### src/rtl/mips_pkg.sv
// Shared MIPS EX-stage encodings: ALU control codes, ALU_OP_* and FUNCT_* constants.
// Also defines the registered ID/EX control bundle and its bubble value.
package mips_pkg;

  localparam logic [3:0] ALU_AND = 4'b0000;
  localparam logic [3:0] ALU_OR  = 4'b0001;
  localparam logic [3:0] ALU_ADD = 4'b0010;
  localparam logic [3:0] ALU_SUB = 4'b0110;
  localparam logic [3:0] ALU_SLT = 4'b0111;

  localparam logic [1:0] ALU_OP_ADD   = 2'b00;
  localparam logic [1:0] ALU_OP_SUB   = 2'b01;
  localparam logic [1:0] ALU_OP_RTYPE = 2'b10;
  localparam logic [1:0] ALU_OP_OR    = 2'b11;

  localparam logic [5:0] FUNCT_ADD = 6'b100000;
  localparam logic [5:0] FUNCT_SUB = 6'b100010;
  localparam logic [5:0] FUNCT_AND = 6'b100100;
  localparam logic [5:0] FUNCT_OR  = 6'b100101;
  localparam logic [5:0] FUNCT_SLT = 6'b101010;

  typedef struct packed {
    logic       mem_read;
    logic       mem_write;
    logic       reg_write;
    logic       mem_to_reg;
    logic       alu_src;
    logic [3:0] alu_ctrl;
  } id_ex_ctrl_t;

  localparam id_ex_ctrl_t ID_EX_BUBBLE = '{
    mem_read:   1'b0,
    mem_write:  1'b0,
    reg_write:  1'b0,
    mem_to_reg: 1'b0,
    alu_src:    1'b0,
    alu_ctrl:   ALU_ADD
  };

endpackage

### src/rtl/alu_control.sv
// Combinational ALU control decode: (alu_op, funct) -> 4-bit ALU code.
// Unlisted R-type functs fall back to add.
module alu_control (
  input  logic [1:0] alu_op,
  input  logic [5:0] funct,
  output logic [3:0] alu_ctrl
);
  import mips_pkg::*;

  always_comb begin
    alu_ctrl = ALU_ADD;
    unique case (alu_op)
      ALU_OP_ADD: alu_ctrl = ALU_ADD;
      ALU_OP_SUB: alu_ctrl = ALU_SUB;
      ALU_OP_OR:  alu_ctrl = ALU_OR;
      default: begin
        unique case (funct)
          FUNCT_ADD: alu_ctrl = ALU_ADD;
          FUNCT_SUB: alu_ctrl = ALU_SUB;
          FUNCT_AND: alu_ctrl = ALU_AND;
          FUNCT_OR:  alu_ctrl = ALU_OR;
          FUNCT_SLT: alu_ctrl = ALU_SLT;
          default:   alu_ctrl = ALU_ADD;
        endcase
      end
    endcase
  end

endmodule

### src/rtl/id_ex_stage.sv
// ID/EX pipeline register with load-use bubble, stall/flush and ALU operand select.
// Define ID_EX_FORWARD_EN to enable EX/MEM and MEM/WB operand forwarding.
module id_ex_stage #(
  parameter int DATA_W     = 32,
  parameter int REG_ADDR_W = 5
) (
  input  logic                  clk,
  input  logic                  rst,
  input  logic                  stall,
  input  logic                  flush,
  input  logic [DATA_W-1:0]     id_rs_data,
  input  logic [DATA_W-1:0]     id_rt_data,
  input  logic [DATA_W-1:0]     id_imm,
  input  logic [REG_ADDR_W-1:0] id_rs,
  input  logic [REG_ADDR_W-1:0] id_rt,
  input  logic [REG_ADDR_W-1:0] id_rd,
  input  logic [5:0]            id_funct,
  input  logic [1:0]            id_alu_op,
  input  logic                  id_alu_src,
  input  logic                  id_reg_dst,
  input  logic                  id_mem_read,
  input  logic                  id_mem_write,
  input  logic                  id_reg_write,
  input  logic                  id_mem_to_reg,
  input  logic                  exmem_reg_write,
  input  logic [REG_ADDR_W-1:0] exmem_rd,
  input  logic [DATA_W-1:0]     exmem_alu_out,
  input  logic                  memwb_reg_write,
  input  logic [REG_ADDR_W-1:0] memwb_rd,
  input  logic [DATA_W-1:0]     memwb_data,
  output logic                  load_use_stall,
  output logic [DATA_W-1:0]     alu_n1,
  output logic [DATA_W-1:0]     alu_n2,
  output logic [3:0]            alu_ctrl,
  output logic [REG_ADDR_W-1:0] ex_write_reg,
  output logic [DATA_W-1:0]     ex_store_data,
  output logic                  ex_mem_read,
  output logic                  ex_mem_write,
  output logic                  ex_reg_write,
  output logic                  ex_mem_to_reg
);
  import mips_pkg::*;

  logic [3:0] id_alu_ctrl;

  alu_control u_alu_control (
    .alu_op   (id_alu_op),
    .funct    (id_funct),
    .alu_ctrl (id_alu_ctrl)
  );

  id_ex_ctrl_t           ctrl_q, ctrl_d;
  logic [DATA_W-1:0]     rs_data_q, rs_data_d;
  logic [DATA_W-1:0]     rt_data_q, rt_data_d;
  logic [DATA_W-1:0]     imm_q, imm_d;
  logic [REG_ADDR_W-1:0] rs_q, rs_d;
  logic [REG_ADDR_W-1:0] rt_q, rt_d;
  logic [REG_ADDR_W-1:0] wreg_q, wreg_d;
  logic [DATA_W-1:0]     fwd_rs, fwd_rt;

  assign load_use_stall = ctrl_q.mem_read
                       && (rt_q != '0)
                       && ((rt_q == id_rs) || (rt_q == id_rt));

  always_comb begin
    ctrl_d    = ctrl_q;
    rs_data_d = rs_data_q;
    rt_data_d = rt_data_q;
    imm_d     = imm_q;
    rs_d      = rs_q;
    rt_d      = rt_q;
    wreg_d    = wreg_q;
    if (flush || (!stall && load_use_stall)) begin
      ctrl_d    = ID_EX_BUBBLE;
      rs_data_d = '0;
      rt_data_d = '0;
      imm_d     = '0;
      rs_d      = '0;
      rt_d      = '0;
      wreg_d    = '0;
    end else if (!stall) begin
      ctrl_d.mem_read   = id_mem_read;
      ctrl_d.mem_write  = id_mem_write;
      ctrl_d.reg_write  = id_reg_write;
      ctrl_d.mem_to_reg = id_mem_to_reg;
      ctrl_d.alu_src    = id_alu_src;
      ctrl_d.alu_ctrl   = id_alu_ctrl;
      rs_data_d = id_rs_data;
      rt_data_d = id_rt_data;
      imm_d     = id_imm;
      rs_d      = id_rs;
      rt_d      = id_rt;
      wreg_d    = id_reg_dst ? id_rd : id_rt;
    end
  end

  always_ff @(posedge clk) begin
    if (rst) begin
      ctrl_q    <= ID_EX_BUBBLE;
      rs_data_q <= '0;
      rt_data_q <= '0;
      imm_q     <= '0;
      rs_q      <= '0;
      rt_q      <= '0;
      wreg_q    <= '0;
    end else begin
      ctrl_q    <= ctrl_d;
      rs_data_q <= rs_data_d;
      rt_data_q <= rt_data_d;
      imm_q     <= imm_d;
      rs_q      <= rs_d;
      rt_q      <= rt_d;
      wreg_q    <= wreg_d;
    end
  end

`ifdef ID_EX_FORWARD_EN
  // EX/MEM is the younger result, so it overrides MEM/WB.
  always_comb begin
    fwd_rs = rs_data_q;
    if (memwb_reg_write && (memwb_rd != '0) && (memwb_rd == rs_q))
      fwd_rs = memwb_data;
    if (exmem_reg_write && (exmem_rd != '0) && (exmem_rd == rs_q))
      fwd_rs = exmem_alu_out;
  end

  always_comb begin
    fwd_rt = rt_data_q;
    if (memwb_reg_write && (memwb_rd != '0) && (memwb_rd == rt_q))
      fwd_rt = memwb_data;
    if (exmem_reg_write && (exmem_rd != '0) && (exmem_rd == rt_q))
      fwd_rt = exmem_alu_out;
  end
`else
  assign fwd_rs = rs_data_q;
  assign fwd_rt = rt_data_q;

  logic unused_fwd;
  assign unused_fwd = ^{exmem_reg_write, exmem_rd, exmem_alu_out,
                        memwb_reg_write, memwb_rd, memwb_data, rs_q};
`endif

  assign alu_n1        = fwd_rs;
  assign alu_n2        = ctrl_q.alu_src ? imm_q : fwd_rt;
  assign ex_store_data = fwd_rt;
  assign alu_ctrl      = ctrl_q.alu_ctrl;
  assign ex_write_reg  = wreg_q;
  assign ex_mem_read   = ctrl_q.mem_read;
  assign ex_mem_write  = ctrl_q.mem_write;
  assign ex_reg_write  = ctrl_q.reg_write;
  assign ex_mem_to_reg = ctrl_q.mem_to_reg;

endmodule

### config.mk
export PLATFORM = sky130hd
export DESIGN_NAME = id_ex_stage
export DESIGN_NICKNAME = d
export VERILOG_FILES = /design/src/rtl/mips_pkg.sv /design/src/rtl/alu_control.sv /design/src/rtl/id_ex_stage.sv
export SDC_FILE = /design/constraint.sdc
export NUM_CORES = 1
export LEC_CHECK = 0
export ABC_AREA = 1
export BUFFER_PORTS_ARGS = -buffer_cell sky130_fd_sc_hd__clkbuf_2
export CAP_MARGIN = 20
export CORE_AREA = 2 2 123 125
export DETAILED_ROUTE_END_ITERATION = 10
export DIE_AREA = 0 0 125 127
export GPL_ROUTABILITY_DRIVEN = 0
export GPL_TIMING_DRIVEN = 0
export PLACE_DENSITY = 0.65
export SETUP_SLACK_MARGIN = 0.5
export SLEW_MARGIN = 25
export SYNTH_ARGS = -nofsm -noshare
export SYNTH_HDL_FRONTEND = slang
export SYNTH_SLANG_ARGS = --single-unit
### constraint.sdc
create_clock -name clk -period 4.3 [get_ports clk]
set_clock_uncertainty 0.15 [all_clocks]
set_input_delay 0.43 -clock clk [delete_from_list [all_inputs] [get_ports clk]]
set_output_delay 0.43 -clock clk [all_outputs]
set_load 0.03 [all_outputs]
==> impl_metrics.csv, run 1 <==
group,metric,value,unit
drt,route.detailed.drc,0,
global_routing,grt_usage,0.163,
worst_hold_path,hp-start,"flush",
power_and_ir_drop,power_per_cell_area,430,mW/mm²
setup_path,reg2regPathDepth,11,
setup_path,critPathCaptureType,"output port",
drt,drt-pass1-iter-count,4,
synth,syn-num-nets,706,
power_and_ir_drop,power_leakage,3.58,nW
synth,syn_avg_cell_area,9.50,µm²
synth,yosysSeqAreaShare,0.479,
floorplan,dieArea,0.0159,mm²
floorplan,rows,44,
cts,cts_tree,"yes",
cts,worstSkewPairLatency,400,ps
finish,final_layout_size_suffix_gt1_frac,0.427,
synth,synth_area,0.00476,mm²
synth,synth.area.top_cells,"dfxtp_1, mux2i_1, nor2_1, mux2_2, nand2_1",
sta,fmax,362,MHz
synth,synthXorXnorAreaFrac,0.00368,
outcome,outcome,"completed",
sta,rsz0062_at_grt,"false",
global_routing,antenna_found_initial,1,
synth,yosys_register_bits,114,
drt,dr_total_vias,4201,
setup_path,cp-start-kind,"flop",
synth,synth_top_family_by_area,"multiplexers",
power_and_ir_drop,ir_drop,265,µV
global_routing,grt_pass1_wl,20500,µm
synth,synth_mux_area_frac,0.301,
sta,setup_viol,0,
finish,fill_cells,1482,
global_routing,overflow,0,
sta,drv_slew,0,
sta,timing.setup.tns,0,ps
job,cap_viol_max_count,0,
synth,yosysTopAreaCell,"dfxtp_1",
cts,hold_buffers,0,
cts,cts_buffers,17,
synth,synth_cells,501,
worst_hold_path,min_path_cells,3,
sta,hold_violations,0,
sta,worstMarginPinSlew,800,ps
sta,slew-limit-headroom,0.467,
sta,post-route-min-period,2770,ps
sta,period_share,0.643,
drt,wire_per_inst,13.4,µm
drt,dr.first_iter.drc_count,143,
worst_hold_path,whs_endpoint,"alu_ctrl[1]$_SDFFE_PP1N_",
finish,syn2layout_area_growth,42.8,%
drt,vias_per_cell,4.40,
setup_path,worst-path-max-fanout,10,
cts,numClockSinks,114,
setup_path,worstPathArrival,2190,ps
cts,post_cts.repair.setup_buffers,0,
place,hpwlAfterDp,9870,µm
global_routing,grt_max_degree,17,
finish,fin_nets,961,
cts,ctsRootBufferMaster,"clkbuf_16",
setup_path,r2r_start,"rt_q[1]$_SDFFE_PP0N_",
setup_path,rrSetupSlack,2520,ps
setup_path,crit_type,"flop to output port",
drt,totalWireLength,12800,µm
floorplan,die_h,127,µm
cts,cts.clk_slew.worst_paths,50,ps
synth,yosysWarnings,0,
synth,synth_compound_area_frac,0.0166,
setup_path,reg2reg_to,"ex_store_data[19]$_SDFFE_PP0N_",
floorplan,ios,315,
power_and_ir_drop,fin_total_pwr,2.92,mW
cts,cts_resized,0,
setup_path,critPathRequiredTime,3720,ps
cts,h-tree-depth,4,
floorplan,core,0.0144,mm²
synth,synth_top_area_frac,0.479,
floorplan,die-width,125,µm
floorplan,initial_core_util,0.330,
drt,ant_nets,0,
worst_hold_path,hold_class,"input pin to flop",
synth,synthAdderAreaFrac,0,
place,port_buffers,236,
synth,synth_cell_types,22,
synth,synthSimpleGateAreaFrac,0.140,
global_routing,grt_pass1_vias,4198,
cts,cts_buffer_depth,2,
-- cell usage in the layout (no fill, tap or decap) --
cell	count
inv_1	18
a21boi_0	1
mux2i_1	107
nor2_1	129
mux2_2	32
nor3_1	2
nand4_1	2
dfxtp_1	114
clkinv_4	1
buf_1	1
bufinv_16	3
clkbuf_2	236
clkbuf_16	17
diode_2	1
nand2_2	1
clkinv_2	4
conb_1	1
o22ai_1	1
clkbuf_1	11
clkbuf_8	5
buf_4	12
nand3_1	7
buf_6	1
o21ai_0	7
nand2_1	32
clkinvlp_4	1
a21oi_1	6
xnor2_1	2
buf_2	10
inv_2	5
-- cells by family (layout without fill, tap and decap cells) --
group	after synthesis	in the layout
other	1	2
xor gates and xnor gates	2	2
buffers and inverters	57	325
AOI/OAI and AO/OA	15	15
DFF	114	114
and+or+nand+nor	173	173
muxes	139	139
-- cell usage after synthesis --
| cell type | count |
|---|---|
| nand2_2 | 1 |
| o22ai_1 | 1 |
| buf_1 | 1 |
| nand3_1 | 7 |
| buf_2 | 10 |
| a21boi_0 | 1 |
| nand2_1 | 32 |
| nand4_1 | 2 |
| inv_1 | 18 |
| xnor2_1 | 2 |
| clkbuf_1 | 10 |
| a21oi_1 | 6 |
| o21ai_0 | 7 |
| conb_1 | 1 |
| buf_4 | 12 |
| mux2_2 | 32 |
| inv_2 | 5 |
| nor3_1 | 2 |
| buf_6 | 1 |
| dfxtp_1 | 114 |
| nor2_1 | 129 |
| mux2i_1 | 107 |
-- power breakdown --
| part | leakage [nW] | total [mW] | switching (mW) | internal (mW) |
|---|---|---|---|---|
| Combinational | 2.34 | 0.341 | 0.196 | 0.145 |
| Sequential | 0.929 | 1.11 | 0.0212 | 1.09 |
| Clock | 0.309 | 1.47 | 0.482 | 0.985 |
-- metal layers --
| layer | share of wire | GRT usage |
|---|---|---|
| met1 | 0.42 | 0.182 |
| met2 | 0.49 | 0.286 |
| met3 | 0.080 | 0.0649 |
| met4 | 0.010 | 0.0490 |
| met5 | 0 | 0 |
-- worst max-delay path by stage --
stage / startpoint / to / cells past startpoint
2_1_floorplan: ctrl_q[4]$_SDFFE_PP0N_ / alu_n2[10] / 3
3_3_place_gp: ctrl_q[4]$_SDFFE_PP0N_ / alu_n2[23] / 4
3_5_place_dp: ctrl_q[4]$_SDFFE_PP0N_ / alu_n2[22] / 4
4_1_cts: ctrl_q[4]$_SDFFE_PP0N_ / alu_n2[22] / 4
5_1_grt: ctrl_q[4]$_SDFFE_PP0N_ / alu_n2[22] / 4
6_report: ctrl_q[4]$_SDFFE_PP0N_ / alu_n2[23] / 4
-- layout make-up --
| class | count | area, µm² | area share |
|---|---|---|---|
| Antenna cell | 1 | 2.50 | 0.000368 |
| Clock inverter | 9 | 126 | 0.0186 |
| Timing Repair Buffer | 236 | 1180 | 0.174 |
| Multi-Input combinational cell | 330 | 2200 | 0.324 |
| Tap cell | 184 | 230 | 0.0339 |
| Buffer | 34 | 193 | 0.0283 |
| Inverter | 23 | 86.3 | 0.0127 |
| Clock buffer | 23 | 498 | 0.0732 |
| Sequential cell | 114 | 2280 | 0.336 |
-- through the flow --
stage / hold slack, ps / setup WS, ps / instances / cell area (µm²) / utilization
finish: 97.0 / 1530 / 954 / 6800 / 0.471
global route: 87.3 / 1350 / 953 / 6800 / 0.471
CTS: 80.8 / 1440 / 953 / 6800 / 0.471
detailed placement: 325 / 1880 / 921 / 6170 / 0.428
global placement: 324 / 1850 / 921 / 6170 / 0.428
floorplan: 297 / 2430 / 501 / 4760 / -
-- critical path, cell delays in order (launching register included) --
cell	delay, ps
dfxtp_1	300
clkbuf_1	340
clkbuf_1	530
mux2_2	410
clkbuf_2	190
No activity file was read; power rests on OpenSTA's default activity.
==> run 2: changes to the inputs <==
--- a/config.mk
+++ b/config.mk
@@ -8,12 +8,12 @@
 export ABC_AREA = 1
 export BUFFER_PORTS_ARGS = -buffer_cell sky130_fd_sc_hd__clkbuf_2
 export CAP_MARGIN = 20
-export CORE_AREA = 2 2 123 125
+export CORE_AREA = 2 2 122 124
 export DETAILED_ROUTE_END_ITERATION = 10
-export DIE_AREA = 0 0 125 127
+export DIE_AREA = 0 0 124 126
 export GPL_ROUTABILITY_DRIVEN = 0
 export GPL_TIMING_DRIVEN = 0
-export PLACE_DENSITY = 0.65
+export PLACE_DENSITY = 0.69
 export SETUP_SLACK_MARGIN = 0.5
 export SLEW_MARGIN = 25
 export SYNTH_ARGS = -nofsm -noshare
==> constraint.sdc (replaced) <==
create_clock -name clk -period 2.42 [get_ports clk]
set_clock_uncertainty 0.15 [all_clocks]
set_input_delay 0.242 -clock clk [delete_from_list [all_inputs] [get_ports clk]]
set_output_delay 0.242 -clock clk [all_outputs]
set_load 0.03 [all_outputs]
==> run 2 against run 1 <==
- first-iteration DRC count increased by 53%
- via count up 13%
- setup slack got worse by 1000 ps
- register-to-register slack got worse by 1800 ps
- hold slack worse by 68 ps
- sequential power increased by 78%
==> impl_metrics.csv, run 2 (same netlist as run 1, synthesis figures left out) <==
group,metric,value,unit
finish,ff_latch_area,0.00229,mm²
sta,fmax,519,MHz
sta,hold_violations,0,
global_routing,grt_pass1_wl,24400,µm
sta,worstMarginPinSlew,869,ps
worst_hold_path,min_path_cells,4,
floorplan,ios,315,
floorplan,die_h,126,µm
drt,wire_per_inst,15.1,µm
finish,syn2layout_area_growth,77.8,%
setup_path,reg2regPathDepth,11,
setup_path,worstPathArrival,1530,ps
outcome,outcome,"completed",
cts,cts.clk_slew.worst_paths,50,ps
cts,ctsRootBufferMaster,"clkbuf_16",
setup_path,critPathRequiredTime,2030,ps
finish,multi_input_area,0.00232,mm²
setup_path,reg2reg_to,"ex_store_data[23]$_SDFFE_PP0N_",
setup_path,critPathCaptureType,"output port",
finish,fill_cells,1150,
sta,setup_viol,0,
setup_path,r2r_start,"rt_q[1]$_SDFFE_PP0N_",
global_routing,grt_usage,0.204,
job,cap_viol_max_count,0,
place,dp_slack,119,ps
power_and_ir_drop,ir_drop,438,µV
power_and_ir_drop,power_per_cell_area,623,mW/mm²
place,hpwlAfterDp,9720,µm
cts,cts_buffers,17,
global_routing,grt_pass1_vias,4993,
global_routing,antenna_found_initial,0,
drt,route.detailed.drc,0,
drt,dr.first_iter.drc_count,219,
setup_path,crit_path_frequent_cell,"clkbuf_16",
cts,cts_buffer_depth,2,
sta,post-route-min-period,1930,ps
drt,dr_total_vias,4730,
setup_path,rrSetupSlack,700,ps
worst_hold_path,hold_class,"input pin to flop",
sta,slew-limit-headroom,0.421,
cts,numClockSinks,114,
sta,drv_slew,0,
drt,vias_per_cell,4.45,
finish,layout_common_cells,"clkbuf_2, nor2_1, dfxtp_1",
floorplan,dieArea,0.0156,mm²
sta,hold_ws,28.9,ps
finish,diodes,0,
setup_path,cp-start-kind,"flop",
sta,rsz0062_at_grt,"true",
setup_path,max_stage_delay,330,ps
power_and_ir_drop,fin_total_pwr,5.28,mW
worst_hold_path,hp-start,"id_alu_op[0]",
drt,ant_nets,0,
cts,h-tree-depth,4,
floorplan,core,0.0143,mm²
drt,drt-pass1-iter-count,4,
floorplan,initial_core_util,0.333,
drt,totalWireLength,16000,µm
power_and_ir_drop,power_leakage,4.23,nW
setup_path,crit_chain,"clkbuf_16 > clkbuf_16 > mux2_4 > buf_8",
sta,period_share,0.796,
setup_path,worst-path-max-fanout,8,
setup_path,cpMaxStageDelayCell,"dfxtp_2",
worst_hold_path,whs_endpoint,"alu_ctrl[2]$_SDFFE_PP0N_",
place,port_buffers,236,
sta,timing.setup.tns,0,ps
floorplan,rows,44,
sta,setup_ws,495,ps
setup_path,crit_type,"flop to output port",
finish,fin_nets,1072,
global_routing,grt_max_degree,17,
finish,final_layout_size_suffix_gt1_frac,0.391,
floorplan,die-width,124,µm
cts,cts_tree,"yes",
cts,worstSkewPairLatency,400,ps
finish,final_common_cell,"clkbuf_2",
global_routing,overflow,0,
[run 2: changes by cell type in the layout (fill, tap and decap cells not counted), moves of 2 or more]
cell / before / now
clkinvlp_4: 1 / 3
buf_4: 12 / 9
mux2_2: 32 / 1
buf_8: 0 / 33
buf_6: 1 / 7
dfxtp_1: 114 / 108
dfxtp_2: 0 / 6
clkbuf_16: 17 / 23
dlygate4sd3_1: 0 / 104
clkbuf_1: 11 / 8
clkbuf_2: 236 / 203
mux2_4: 0 / 31
[run 2: critical path: cells and delay by family (launching register included)]
family	cells	cell delay, ps
buf+inv	3	470
flops	1	330
mux	1	310
[run 2: layer usage]
layer	up-vias	GRT usage	part of all wire	wire length [µm]
li1	2375	-	-	-
met1	2154	0.217	0.40	6480
met2	173	0.368	0.51	8200
met3	28	0.0634	0.061	984
met4	0	0.0800	0.023	361
met5	-	0	0	0
[run 2: through the flow]
stage	area [µm²]	utilization	instances
2_1_floorplan	4760	-	501
3_3_place_gp	6170	0.431	921
3_5_place_dp	6170	0.431	921
4_1_cts	8370	0.585	1063
5_1_grt	8470	0.591	1063
6_report	8470	0.591	1063
[run 2: power breakdown]
part,internal [mW],total (mW),leakage [nW],switching (mW)
Sequential,1.94,1.98,0.932,0.0416
Clock,1.59,2.45,0.278,0.860
Combinational,0.438,0.849,3.02,0.410
[run 2: how the worst max path moves through the flow]
stage	from	to	slack, ps	cells after the start
6_report	ctrl_q[4]$_SDFFE_PP0N_	alu_n2[12]	490	4
3_3_place_gp	ctrl_q[4]$_SDFFE_PP0N_	alu_n2[23]	100	4
2_1_floorplan	ctrl_q[4]$_SDFFE_PP0N_	alu_n2[10]	730	3
5_1_grt	ctrl_q[4]$_SDFFE_PP0N_	alu_n2[30]	440	4
3_5_place_dp	ctrl_q[4]$_SDFFE_PP0N_	alu_n2[27]	120	4
4_1_cts	ctrl_q[4]$_SDFFE_PP0N_	alu_n2[27]	450	4
[run 2: repair_timing]
action	4_1_cts	5_1_grt
gates cloned	3	0
endpoints found under the setup margin	33	92
hold endpoints to repair	102	0
hold buffers	104	0
setup buffers	4	0
pin swaps	0	1
gates resized for setup	117	48
[run 2: area by class of cell]
cell class,instances,area share
clock inverter,9,0.0126
clock buffer,22,0.0560
buffer,34,0.0374
timing repair buffer,347,0.312
multi-input combinational,330,0.274
sequential,114,0.270
inverter,23,0.0102
tap,184,0.0272
==> run 3: changes to the inputs <==
--- a/config.mk
+++ b/config.mk
@@ -5,15 +5,15 @@
 export SDC_FILE = /design/constraint.sdc
 export NUM_CORES = 1
 export LEC_CHECK = 0
-export ABC_AREA = 1
+export ABC_AREA = 0
 export BUFFER_PORTS_ARGS = -buffer_cell sky130_fd_sc_hd__clkbuf_2
 export CAP_MARGIN = 20
-export CORE_AREA = 2 2 122 124
+export CORE_AREA = 2 2 124 126
 export DETAILED_ROUTE_END_ITERATION = 10
-export DIE_AREA = 0 0 124 126
+export DIE_AREA = 0 0 126 128
 export GPL_ROUTABILITY_DRIVEN = 0
 export GPL_TIMING_DRIVEN = 0
-export PLACE_DENSITY = 0.69
+export PLACE_DENSITY = 0.68
 export SETUP_SLACK_MARGIN = 0.5
 export SLEW_MARGIN = 25
 export SYNTH_ARGS = -nofsm -noshare
==> constraint.sdc (replaced) <==
create_clock -name clk -period 1.8 [get_ports clk]
set_clock_uncertainty 0.15 [all_clocks]
set_input_delay 0.18 -clock clk [delete_from_list [all_inputs] [get_ports clk]]
set_output_delay 0.18 -clock clk [all_outputs]
set_load 0.03 [all_outputs]
==> run 3 against run 2 <==
- the run now ends with setup timing left
- final area grew 18%
- routed wire length up 37%
- global-route usage increased by 4.4 points
- flip-flop and latch count is the same
- critical path type unchanged
- largest power group unchanged
==> impl_metrics.csv, run 3 <==
group,metric,value,unit
synth,synth-edff-count,0,
drt,dr.first_iter.drc_count,355,
place,dp_slack,-595,ps
setup_path,crit_type,"flop to output port",
synth,async_flop_share,0,
power_and_ir_drop,power_leakage,4.53,nW
global_routing,use_met1,0.312,
global_routing,overflow,0,
sta,worstMarginPinSlew,696,ps
setup_path,reg2reg_to,"ex_store_data[13]$_SDFFE_PP0N_",
outcome,outcome,"finished, violations left",
sta,setup_ws,-502,ps
cts,worstSkewPairLatency,420,ps
power_and_ir_drop,power_per_cell_area,809,mW/mm²
sta,period_share,1.28,
synth,yosysTopAreaCell,"dfxtp_1",
cts,numClockSinks,114,
finish,fin_nets,1176,
finish,diodes,0,
place,hpwlAfterDp,12800,µm
sta,fmax,434,MHz
global_routing,grt_usage,0.248,
global_routing,grt_util_met2,0.418,
global_routing,grt_pass1_wl,31400,µm
power_and_ir_drop,ir_drop,633,µV
global_routing,antenna_found_initial,0,
setup_path,critPathRequiredTime,1470,ps
global_routing,grtUsageMet3,0.0630,
power_and_ir_drop,fin_total_pwr,8.06,mW
sta,slew-limit-headroom,0.536,
cts,cts.clk_slew.worst_paths,50,ps
place,port_buffers,237,
cts,cts_buffers,17,
setup_path,r2r_start,"rt_q[1]$_SDFFE_PP0N_",
drt,totalWireLength,21900,µm
cts,cts_buffer_depth,2,
cts,ctsRootBufferMaster,"clkbuf_16",
job,cap_viol_max_count,0,
sta,rsz0062_at_grt,"true",
finish,layout_common_cells,"clkbuf_2, nand2_1, dlygate4sd3_1",
setup_path,crit_path_frequent_cell,"buf_8",
setup_path,max_stage_delay,340,ps
synth,syn_avg_cell_area,9.14,µm²
sta,hold_violations,0,
setup_path,worst-path-max-fanout,2,
synth,synth_commonest_cells,"dfxtp_1, nand2_1, a2bb2oi_1, o21ai_0, clkbuf_1",
synth,yosysWarnings,0,
synth,ys.flop_type,"dfxtp_1",
worst_hold_path,hp-start,"id_rd[0]",
cts,cts_tree,"yes",
setup_path,rrSetupSlack,-200,ps
floorplan,rows,45,
drt,dr_total_vias,6187,
floorplan,initial_core_util,0.359,
synth,yosysSeqAreaShare,0.427,
synth,yosysMostFrequentCell,"dfxtp_1",
global_routing,grt-busiest-layer,"met2",
floorplan,die-width,126,µm
synth,yosys_register_bits,114,
setup_path,cp-start-kind,"flop",
synth,synth_cells,584,
setup_path,worstPathArrival,1970,ps
floorplan,die_h,128,µm
worst_hold_path,whs_endpoint,"ex_write_reg[0]$_SDFFE_PP0N_",
synth,syn-num-nets,789,
synth,synth_area,0.00534,mm²
setup_path,cpMaxStageDelayCell,"dfxtp_4",
floorplan,ios,315,
synth,synth_cell_types,33,
setup_path,reg2regPathDepth,8,
drt,vias_per_cell,5.28,
global_routing,grt_pass1_vias,5912,
finish,final_layout_size_suffix_gt1_frac,0.459,
worst_hold_path,min_path_cells,4,
synth,synth.area.top_cells,"dfxtp_1, a2bb2oi_1, mux2_2, nand2_1, o21ai_0",
drt,ant_nets,0,
drt,drt-pass1-iter-count,5,
drt,wire_per_inst,18.7,µm
setup_path,crit_chain,"or2_4 > o41a_1 > buf_6 > buf_8 > buf_8 > and2_4 > buf_8",
floorplan,dieArea,0.0161,mm²
cts,h-tree-depth,4,
finish,final_common_cell,"clkbuf_2",
global_routing,grt_max_degree,17,
setup_path,critPathCaptureType,"output port",
floorplan,core,0.0149,mm²
finish,fill_cells,1100,
worst_hold_path,hold_class,"input pin to flop",
synth,synth_top_area_frac,0.427,
outcome,violations,"setup timing",
finish,syn2layout_area_growth,86.6,%
sta,setup_viol,134,
sta,drv_slew,0,
drt,route.detailed.drc,0,
sta,post-route-min-period,2300,ps
## run 3: worst max path at each step
stage	start	to	slack (ps)	depth (start not counted)
global route	rt_q[2]$_SDFFE_PP0N_	load_use_stall	-540	7
floorplan	rt_q[2]$_SDFFE_PP0N_	load_use_stall	20	6
CTS	rt_q[1]$_SDFFE_PP0N_	load_use_stall	-580	7
global placement	stall	imm_q[28]$_SDFFE_PP0N_	-550	7
finish	rt_q[1]$_SDFFE_PP0N_	load_use_stall	-500	7
detailed placement	stall	ex_store_data[0]$_SDFFE_PP0N_	-600	7
## run 3: cells by family (layout without fill, tap and decap cells)
| group | after synthesis | after routing | share of synthesized area |
|---|---|---|---|
| xor gates and xnor gates | 10 | 10 | 0.0164 |
| AOI/OAI and AO/OA | 240 | 240 | 0.330 |
| DFF | 114 | 114 | 0.427 |
| buffers and inverters | 59 | 458 | 0.0527 |
| and+or+nand+nor | 123 | 123 | 0.0944 |
| other | 1 | 1 | 0.000702 |
| muxes | 37 | 37 | 0.0780 |
## run 3: metrics by stage
| stage | cells | instance area, µm² | TNS [ps] | utilization | hold WS (ps) |
|---|---|---|---|---|---|
| global placement | 1009 | 7060 | -43250 | 0.475 | 280 |
| global route | 1171 | 9960 | -21110 | 0.670 | 44.6 |
| floorplan | 584 | 5640 | 0 | - | 187 |
| CTS | 1162 | 9450 | -15310 | 0.636 | 12.2 |
| finish | 1171 | 9960 | -15490 | 0.670 | 23.2 |
| detailed placement | 1009 | 7060 | -48140 | 0.475 | 286 |
## run 3: cell type report
type / count / area, µm² / area share
well taps: 188 / 235 / 0.0236
clock buffers: 26 / 509 / 0.0511
plain buffers: 57 / 552 / 0.0554
flip-flops and latches: 114 / 2350 / 0.235
repair buffers: 368 / 3230 / 0.324
clock inverters: 5 / 50.0 / 0.00502
inverters: 2 / 7.51 / 0.000754
multi-input cells: 411 / 3030 / 0.304
## run 3: worst max-delay path, delay by kind of cell (launching register included)
kind	cells	cell delay (ps)
AND/OR/NAND/NOR	2	400
AO/OA/AOI/OAI	1	320
buffers and inverters	4	500
flip-flops	1	340
## run 3: routing by layer
| metal | up-vias | routed length [µm] | share of wire |
|---|---|---|---|
| li1 | 2936 | - | - |
| met1 | 2932 | 9360 | 0.43 |
| met2 | 282 | 10800 | 0.49 |
| met3 | 37 | 1280 | 0.058 |
| met4 | 0 | 478 | 0.022 |
| met5 | - | 0 | 0 |
## run 3: what timing repair did
action | in CTS | in global routing
setup buffers | 12 | 5
endpoints found under the hold margin | 106 | 0
setup endpoints to repair | 202 | 223
cloned | 4 | 4
pin swaps | 11 | 6
resized for setup | 145 | 354
hold buffers | 106 | 0
## run 3: power breakdown
group	switching, mW	total, mW	internal (mW)	leakage, nW
Combinational	0.969	2.01	1.04	3.30
Clock	1.16	3.22	2.06	0.280
Sequential	0.136	2.83	2.70	0.952
